<file path="src/rtl/mem_access_pkg.sv">
// Shared opcodes, FSM state type and opcode classification helpers for the
// memory-access pipeline stage.
package mem_pkg;

   localparam logic [5:0] OP_ALU_LAST = 6'h0B;
   localparam logic [5:0] OP_LDW      = 6'h0C;
   localparam logic [5:0] OP_STW      = 6'h0D;
   localparam logic [5:0] OP_BZ       = 6'h0E;
   localparam logic [5:0] OP_BEQ      = 6'h0F;
   localparam logic [5:0] OP_JR       = 6'h10;

   typedef enum logic [1:0] {
      IDLE = 2'd0,
      REQ  = 2'd1,
      WAIT = 2'd2
   } mem_state_t;

   function automatic logic is_alu_op(input logic [5:0] op);
      return (op <= OP_ALU_LAST);
   endfunction

   function automatic logic is_branch_op(input logic [5:0] op);
      return (op == OP_BZ) || (op == OP_BEQ) || (op == OP_JR);
   endfunction

endpackage

</file>
<file path="src/rtl/mem_access_if.sv">
// Execute-side, data-memory and writeback signals of the memory-access stage.
// The stage itself uses the master modport; its environment uses slave.
interface mem_access_if;

   logic        ex_valid;
   logic        ex_ready;
   logic [5:0]  ex_op;
   logic [31:0] ex_result;
   logic [31:0] ex_addr;
   logic [31:0] ex_wdata;
   logic [4:0]  ex_dest;
   logic        mem_req;
   logic        mem_we;
   logic [31:0] mem_addr;
   logic [31:0] mem_wdata;
   logic        mem_gnt;
   logic        mem_rvalid;
   logic [31:0] mem_rdata;
   logic        wb_valid;
   logic        wb_we;
   logic [4:0]  wb_dest;
   logic [31:0] wb_data;
   logic        mem_err;

   modport master (
      input  ex_valid, ex_op, ex_result, ex_addr, ex_wdata, ex_dest,
      input  mem_gnt, mem_rvalid, mem_rdata,
      output ex_ready, mem_req, mem_we, mem_addr, mem_wdata,
      output wb_valid, wb_we, wb_dest, wb_data, mem_err
   );

   modport slave (
      output ex_valid, ex_op, ex_result, ex_addr, ex_wdata, ex_dest,
      output mem_gnt, mem_rvalid, mem_rdata,
      input  ex_ready, mem_req, mem_we, mem_addr, mem_wdata,
      input  wb_valid, wb_we, wb_dest, wb_data, mem_err
   );

endinterface

</file>
<file path="src/rtl/mem_access_timer.sv">
// 8-bit transaction watchdog: synchronous clear has priority over enable and
// tc flags the last permitted cycle (count == TIMEOUT-1).
module mem_timer #(
   parameter int unsigned TIMEOUT = 16
) (
   input  logic clk,
   input  logic reset,
   input  logic clr,
   input  logic en,
   output logic tc
);

   localparam logic [7:0] TC_VAL = 8'(TIMEOUT - 1);

   logic [7:0] count_r;

   // Watchdog counter register
   always_ff @(posedge clk or negedge reset) begin
      if (!reset) begin
         count_r <= 8'd0;
      end else if (clr) begin
         count_r <= 8'd0;
      end else if (en) begin
         count_r <= count_r + 8'd1;
      end
   end

   assign tc = (count_r == TC_VAL);

endmodule

</file>
<file path="src/rtl/mem_access.sv">
// Memory-access stage: runs LDW/STW against the data-memory port with a
// req/gnt/rvalid handshake and emits one registered writeback record per instruction.
module mem_access
   import mem_pkg::*;
#(
   parameter int unsigned TIMEOUT = 16
) (
   input logic          clk,
   input logic          reset,
   mem_access_if.master bus
);

   mem_state_t  state_r, state_s;
   logic        req_r;
   logic        we_r;
   logic [31:0] addr_r;
   logic [31:0] wdata_r;
   logic [4:0]  dest_r;
   logic        wb_valid_r, wb_valid_s;
   logic        wb_we_r, wb_we_s;
   logic [4:0]  wb_dest_r, wb_dest_s;
   logic [31:0] wb_data_r, wb_data_s;
   logic        err_r, err_s;
   logic        latch_s, tmr_clr_s, tmr_en_s, tmr_tc_s;
   logic        accept_s, is_mem_s;

   assign accept_s = bus.ex_valid && (state_r == IDLE);
   assign is_mem_s = (bus.ex_op == OP_LDW) || (bus.ex_op == OP_STW);

   mem_timer #(.TIMEOUT(TIMEOUT)) u_timer (
      .clk   (clk),
      .reset (reset),
      .clr   (tmr_clr_s),
      .en    (tmr_en_s),
      .tc    (tmr_tc_s)
   );

   // Next-state, timer control and next writeback record
   always_comb begin
      state_s    = state_r;
      latch_s    = 1'b0;
      tmr_clr_s  = 1'b0;
      tmr_en_s   = 1'b0;
      wb_valid_s = 1'b0;
      wb_we_s    = 1'b0;
      wb_dest_s  = wb_dest_r;
      wb_data_s  = wb_data_r;
      err_s      = 1'b0;
      case (state_r)
         IDLE: begin
            if (accept_s && is_mem_s) begin
               latch_s   = 1'b1;
               tmr_clr_s = 1'b1;
               state_s   = REQ;
               err_s     = (bus.ex_addr[1:0] != 2'b00);
            end else if (accept_s && (is_alu_op(bus.ex_op) || is_branch_op(bus.ex_op))) begin
               wb_valid_s = 1'b1;
               wb_we_s    = is_alu_op(bus.ex_op);
               wb_dest_s  = bus.ex_dest;
               wb_data_s  = bus.ex_result;
            end else begin
               state_s = IDLE;
            end
         end
         REQ: begin
            if (bus.mem_gnt) begin
               tmr_clr_s = 1'b1;
               if (we_r) begin
                  state_s    = IDLE;
                  wb_valid_s = 1'b1;
                  wb_dest_s  = dest_r;
               end else begin
                  state_s = WAIT;
               end
            end else if (tmr_tc_s) begin
               state_s    = IDLE;
               wb_valid_s = 1'b1;
               wb_dest_s  = dest_r;
               err_s      = 1'b1;
            end else begin
               tmr_en_s = 1'b1;
            end
         end
         WAIT: begin
            // A late gnt here is meaningless; only rvalid completes the load.
            if (bus.mem_rvalid) begin
               state_s    = IDLE;
               wb_valid_s = 1'b1;
               wb_we_s    = 1'b1;
               wb_dest_s  = dest_r;
               wb_data_s  = bus.mem_rdata;
            end else if (tmr_tc_s) begin
               state_s    = IDLE;
               wb_valid_s = 1'b1;
               wb_dest_s  = dest_r;
               err_s      = 1'b1;
            end else begin
               tmr_en_s = 1'b1;
            end
         end
         default: begin
            state_s = IDLE;
         end
      endcase
   end

   // State, latched transaction and registered output stage
   always_ff @(posedge clk or negedge reset) begin
      if (!reset) begin
         state_r    <= IDLE;
         req_r      <= 1'b0;
         we_r       <= 1'b0;
         addr_r     <= 32'h0000_0000;
         wdata_r    <= 32'h0000_0000;
         dest_r     <= 5'd0;
         wb_valid_r <= 1'b0;
         wb_we_r    <= 1'b0;
         wb_dest_r  <= 5'd0;
         wb_data_r  <= 32'h0000_0000;
         err_r      <= 1'b0;
      end else begin
         state_r    <= state_s;
         req_r      <= (state_s == REQ);
         wb_valid_r <= wb_valid_s;
         wb_we_r    <= wb_we_s;
         wb_dest_r  <= wb_dest_s;
         wb_data_r  <= wb_data_s;
         err_r      <= err_s;
         if (latch_s) begin
            we_r    <= (bus.ex_op == OP_STW);
            addr_r  <= {bus.ex_addr[31:2], 2'b00};
            wdata_r <= bus.ex_wdata;
            dest_r  <= bus.ex_dest;
         end
      end
   end

   assign bus.ex_ready  = (state_r == IDLE);
   assign bus.mem_req   = req_r;
   assign bus.mem_we    = we_r;
   assign bus.mem_addr  = addr_r;
   assign bus.mem_wdata = wdata_r;
   assign bus.wb_valid  = wb_valid_r;
   assign bus.wb_we     = wb_we_r;
   assign bus.wb_dest   = wb_dest_r;
   assign bus.wb_data   = wb_data_r;
   assign bus.mem_err   = err_r;

endmodule

</file>
<file path="src/flat_wrapper.sv">
// flat-port wrapper written by rule: the top's interface ports become plain ports
module mem_access_flat import mem_pkg::*;
#(
   parameter int unsigned TIMEOUT = 16
)
  (clk, reset, bus_ex_valid, bus_ex_op, bus_ex_result, bus_ex_addr, bus_ex_wdata, bus_ex_dest, bus_mem_gnt, bus_mem_rvalid, bus_mem_rdata, bus_ex_ready, bus_mem_req, bus_mem_we, bus_mem_addr, bus_mem_wdata, bus_wb_valid, bus_wb_we, bus_wb_dest, bus_wb_data, bus_mem_err);
  mem_access_if bus_i ();
  input logic clk;
  input logic reset;
  input wire logic [$bits(bus_i.ex_valid)-1:0] bus_ex_valid;
  input wire logic [$bits(bus_i.ex_op)-1:0] bus_ex_op;
  input wire logic [$bits(bus_i.ex_result)-1:0] bus_ex_result;
  input wire logic [$bits(bus_i.ex_addr)-1:0] bus_ex_addr;
  input wire logic [$bits(bus_i.ex_wdata)-1:0] bus_ex_wdata;
  input wire logic [$bits(bus_i.ex_dest)-1:0] bus_ex_dest;
  input wire logic [$bits(bus_i.mem_gnt)-1:0] bus_mem_gnt;
  input wire logic [$bits(bus_i.mem_rvalid)-1:0] bus_mem_rvalid;
  input wire logic [$bits(bus_i.mem_rdata)-1:0] bus_mem_rdata;
  output wire logic [$bits(bus_i.ex_ready)-1:0] bus_ex_ready;
  output wire logic [$bits(bus_i.mem_req)-1:0] bus_mem_req;
  output wire logic [$bits(bus_i.mem_we)-1:0] bus_mem_we;
  output wire logic [$bits(bus_i.mem_addr)-1:0] bus_mem_addr;
  output wire logic [$bits(bus_i.mem_wdata)-1:0] bus_mem_wdata;
  output wire logic [$bits(bus_i.wb_valid)-1:0] bus_wb_valid;
  output wire logic [$bits(bus_i.wb_we)-1:0] bus_wb_we;
  output wire logic [$bits(bus_i.wb_dest)-1:0] bus_wb_dest;
  output wire logic [$bits(bus_i.wb_data)-1:0] bus_wb_data;
  output wire logic [$bits(bus_i.mem_err)-1:0] bus_mem_err;
  assign bus_i.ex_valid = bus_ex_valid;
  assign bus_i.ex_op = bus_ex_op;
  assign bus_i.ex_result = bus_ex_result;
  assign bus_i.ex_addr = bus_ex_addr;
  assign bus_i.ex_wdata = bus_ex_wdata;
  assign bus_i.ex_dest = bus_ex_dest;
  assign bus_i.mem_gnt = bus_mem_gnt;
  assign bus_i.mem_rvalid = bus_mem_rvalid;
  assign bus_i.mem_rdata = bus_mem_rdata;
  assign bus_ex_ready = bus_i.ex_ready;
  assign bus_mem_req = bus_i.mem_req;
  assign bus_mem_we = bus_i.mem_we;
  assign bus_mem_addr = bus_i.mem_addr;
  assign bus_mem_wdata = bus_i.mem_wdata;
  assign bus_wb_valid = bus_i.wb_valid;
  assign bus_wb_we = bus_i.wb_we;
  assign bus_wb_dest = bus_i.wb_dest;
  assign bus_wb_data = bus_i.wb_data;
  assign bus_mem_err = bus_i.mem_err;
  mem_access #(.TIMEOUT(TIMEOUT)) u_core (.clk(clk), .reset(reset), .bus(bus_i));
endmodule
</file>
<file path="config.mk">
export PLATFORM = sky130hd
export DESIGN_NAME = mem_access_flat
export DESIGN_NICKNAME = d
export VERILOG_FILES = /design/src/rtl/mem_access_pkg.sv /design/src/rtl/mem_access_if.sv /design/src/rtl/mem_access_timer.sv /design/src/rtl/mem_access.sv /design/src/flat_wrapper.sv
export SDC_FILE = /design/constraint.sdc
export NUM_CORES = 1
export LEC_CHECK = 0
export CAP_MARGIN = 20
export CORE_MARGIN = 2
export CORE_UTILIZATION = 41
export CTS_BUF_LIST = sky130_fd_sc_hd__clkbuf_8 sky130_fd_sc_hd__clkbuf_16
export CTS_CLUSTER_DIAMETER = 60
export DETAILED_ROUTE_END_ITERATION = 10
export PLACE_DENSITY = 0.87
export SYNTH_ARGS = -nofsm -noshare
export SYNTH_HDL_FRONTEND = slang
export SYNTH_SLANG_ARGS = --single-unit
export TNS_END_PERCENT = 10
</file>
<file path="constraint.sdc">
create_clock -name clk -period 2.45 [get_ports clk]
set_clock_uncertainty 0.1 [all_clocks]
set_input_delay 0.49 -clock clk [delete_from_list [all_inputs] [get_ports clk]]
set_output_delay 0.49 -clock clk [all_outputs]
set_load 0.03 [all_outputs]
</file>
==> impl_metrics.toml <==
[clock_network]
root_buffer = "clkbuf_16"
htreeDepth = 4
insertion_delay_ns = 0.40
cts_buffers = 17
path_clk_slew_ns = 0.05
cts_setup_buffers = 0
cts_tree = "yes"
clk_path_buf_depth = 2
cts.sinks = 119

[sta]
hold_violations = 0
slew_viol_final = 0
fin_setup_tns_ns = 0
fmax_mhz = 425
rsz0062_at_grt = "false"
whs_ns = 0.402
setup_violations = 0
finalCriticalPeriod_ns = 2.35
period_share_pct = 96.0

[yosys]
synth_cell_types = 40
synth_edf_count = 0
netlist_top_cells_area = "dfrtp_1 (57%), mux2_2 (15%), mux2i_1 (6.1%)"
synth_commonest_cells = "dfrtp_1 (119), mux2_2 (68), nor2_1 (43), mux2i_1 (32), a21oi_2 (28)"
synth_top_area_share_pct = 56.6
synth.most_common_cell = "dfrtp_1"
yosys_warnings = 0
synth-seq-area-share_pct = 56.6
avgSynthCellArea_sq_um = 12.9
yosysTopAreaCell = "dfrtp_1"
netlist_area_sq_mm = 0.00526
ys_ff_latch = 119
synth_flop_cell = "dfrtp_1"
synth_cells = 408
ys_async_sr_fraction_pct = 100

[cells_and_area]
num-nets-final = 825
nFillCells = 920
syn2layout_area_growth_pct = 62.7
fin_area_sq_mm = 0.00856
final_cells = 857
drive_gt1_share_pct = 21.5
diodes = 0

[drt]
route.detailed.drc = 0
drtIter0Drc = 188
vias_per_cell = 4.90
num_vias = 4197
ant_nets = 0
wl_per_cell_microns = 16.9
wirelength_microns = 14500
firstDrtPassIters = 4

[hold_path]
whs_endpoint = "u_core.bus.wb_dest[0]"
hold_depth = 1
worstHoldStart = "u_core.bus.wb_dest[0]"
hold_class = "reg -> reg"

[critical_path]
path_max_fanout = 6
path_cells = "inv_1 -> ha_1 -> nand3b_2 -> buf_4 -> a211oi_1 -> nand3_1 -> o2bb2ai_1"
reg2reg_depth = 7
critPathArrivalTime_ns = 2.53
crit_type = "reg -> reg"
r2r_slack_ns = 0.1
rr_endpoint = "u_core.bus.wb_dest[3]"
crit_path_start_kind = "flip-flop"
rr_startpoint = "u_core.state_r[0]"
worstPathRequired_ns = 2.62
slowest_delay_ns = 0.43
crit_buf_inv = 2
cp_slowest_cell = "dfrtp_1"
crit_family = "compound AO/OA/AOI/OAI gates"
crit_path_end_kind = "flip-flop"

[placement]
portBuffers = 248
hpwlAfterDp_microns = 11000
gp_congestion = 0.825
postPlaceCellArea_sq_mm = 0.00802
dp_cells = 827

[power_and_ir_drop]
power_leakage_uw = 0.00359
ir_drop_mv = 0.427
power_density_mw_per_mm2 = 805
report.power.total_uw = 6890

[floorplanning]
num_io_pins = 251
die_h_microns = 117
rows = 41
die_w_microns = 117
start_util_pct = 41.9
coreArea_sq_mm = 0.0126
dieArea_sq_mm = 0.0138

[grt]
grt_pass1_wl_microns = 21800
grt_pass1_vias = 4365
grt_max_degree = 66
grt_overflow = 0
grt_antenna_before_repair = 0
track_usage_pct = 21.1

[status]
status = "completed"

[flow_run]
cap_violations = 0
==> registers in the layout, indices dropped and copies added, names as in the netlist <==
name	flops
u_core.bus.mem_req	1
u_core.bus.wb_dest	5
u_core.u_timer.count_r	8
u_core.bus.wb_we	1
u_core.bus.mem_err	1
u_core.state_r	2
u_core.bus.wb_data	32
u_core.dest_r	5
u_core.bus.mem_we	1
u_core.bus.wb_valid	1
u_core.bus.mem_addr	30
u_core.bus.mem_wdata	32
==> power by group <==
group          internal [uW]  total [uW]  switching (uW)
clock network           1390        2180             793
logic                   1040        2180            1140
registers               2320        2530             204
==> kinds of logic after synthesis <==
group	Yosys count	synth area share, %
buffers and inverters	27	3.23
flip-flops	119	56.6
AND/OR/NAND/NOR	83	7.23
other	1	0.0713
adder cells (fa/ha/maj)	6	1.43
AO/OA/AOI/OAI	65	9.61
XOR/XNOR	7	1.17
multiplexers	100	20.6
==> how the worst max path moves through the flow <==
stage                                  from                 endpoint  slack, ns  cells after the start
after floorplan           u_core.state_r[0]  u_core.bus.mem_addr[10]       0.06                      6
after global placement         bus_ex_op[1]    u_core.bus.wb_data[3]       0.03                      7
after detailed placement       bus_ex_op[1]   u_core.bus.wb_data[29]      -0.05                      7
after CTS                 u_core.state_r[0]             bus_ex_ready       0.12                      3
after global routing      u_core.state_r[1]    u_core.bus.wb_dest[3]     0.0007                      7
final                     u_core.state_r[0]    u_core.bus.wb_dest[3]        0.1                      7
==> timing repair <==
item / CTS / global route
hold buffers: 1 / 0
resized for setup: 1 / 0
endpoints found under the hold margin: 33 / 0
setup endpoints to repair: 1 / 0
==> worst register-to-register path: cells and delay by family (launching register included) <==
family,cells,cell delay (ns)
AO/OA/AOI/OAI,2,0.58
adder cells (fa/ha/maj),1,0.35
buffers and inverters,2,0.31
flip-flops,1,0.43
AND/OR/NAND/NOR,2,0.47
==> per-stage QoR <==
| step | utilization [%] | setup WS [ns] |
|---|---|---|
| 3_3_place_gp | 63.8 | 0.0282 |
| 2_1_floorplan | - | 0.0612 |
| 4_1_cts | 68.1 | 0.116 |
| 3_5_place_dp | 63.8 | -0.0460 |
| 6_report | 68.1 | 0.0968 |
| 5_1_grt | 68.1 | 0.000670 |
==> layer usage <==
layer | GRT usage, % | share of wire (%) | wire length (microns) | vias up
met5 | 0 | 0 | 0 | -
met4 | 8.78 | 1.9 | 269 | 0
met3 | 5.66 | 6.5 | 940 | 20
met2 | 39.3 | 55 | 8030 | 150
met1 | 22.3 | 36 | 5270 | 2064
li1 | - | - | - | 1963
==> cells in the final DEF, fill, tap and decap left out, types with 14 or more instances in the layout <==
cell type / Yosys / final
dfrtp_1: 119 / 119
a21oi_1: 14 / 14
clkdlybuf4s50_1: 0 / 246
a21oi_2: 28 / 28
mux2i_1: 32 / 32
mux2_2: 68 / 68
buf_4: 2 / 14
nand2_1: 16 / 16
clkbuf_16: 0 / 17
nor2_1: 43 / 43
==> cell type report <==
class | instances | area [sq um] | area share, %
sequential | 119 | 2980 | 34.8
timing repair buffer | 267 | 2690 | 31.4
multi-input combinational | 263 | 2130 | 24.9
clock buffer | 22 | 494 | 5.77
tap | 172 | 215 | 2.51
clock inverter | 7 | 31.3 | 0.365
inverter | 7 | 26.3 | 0.307
No activity file was read; power rests on OpenSTA's default activity.
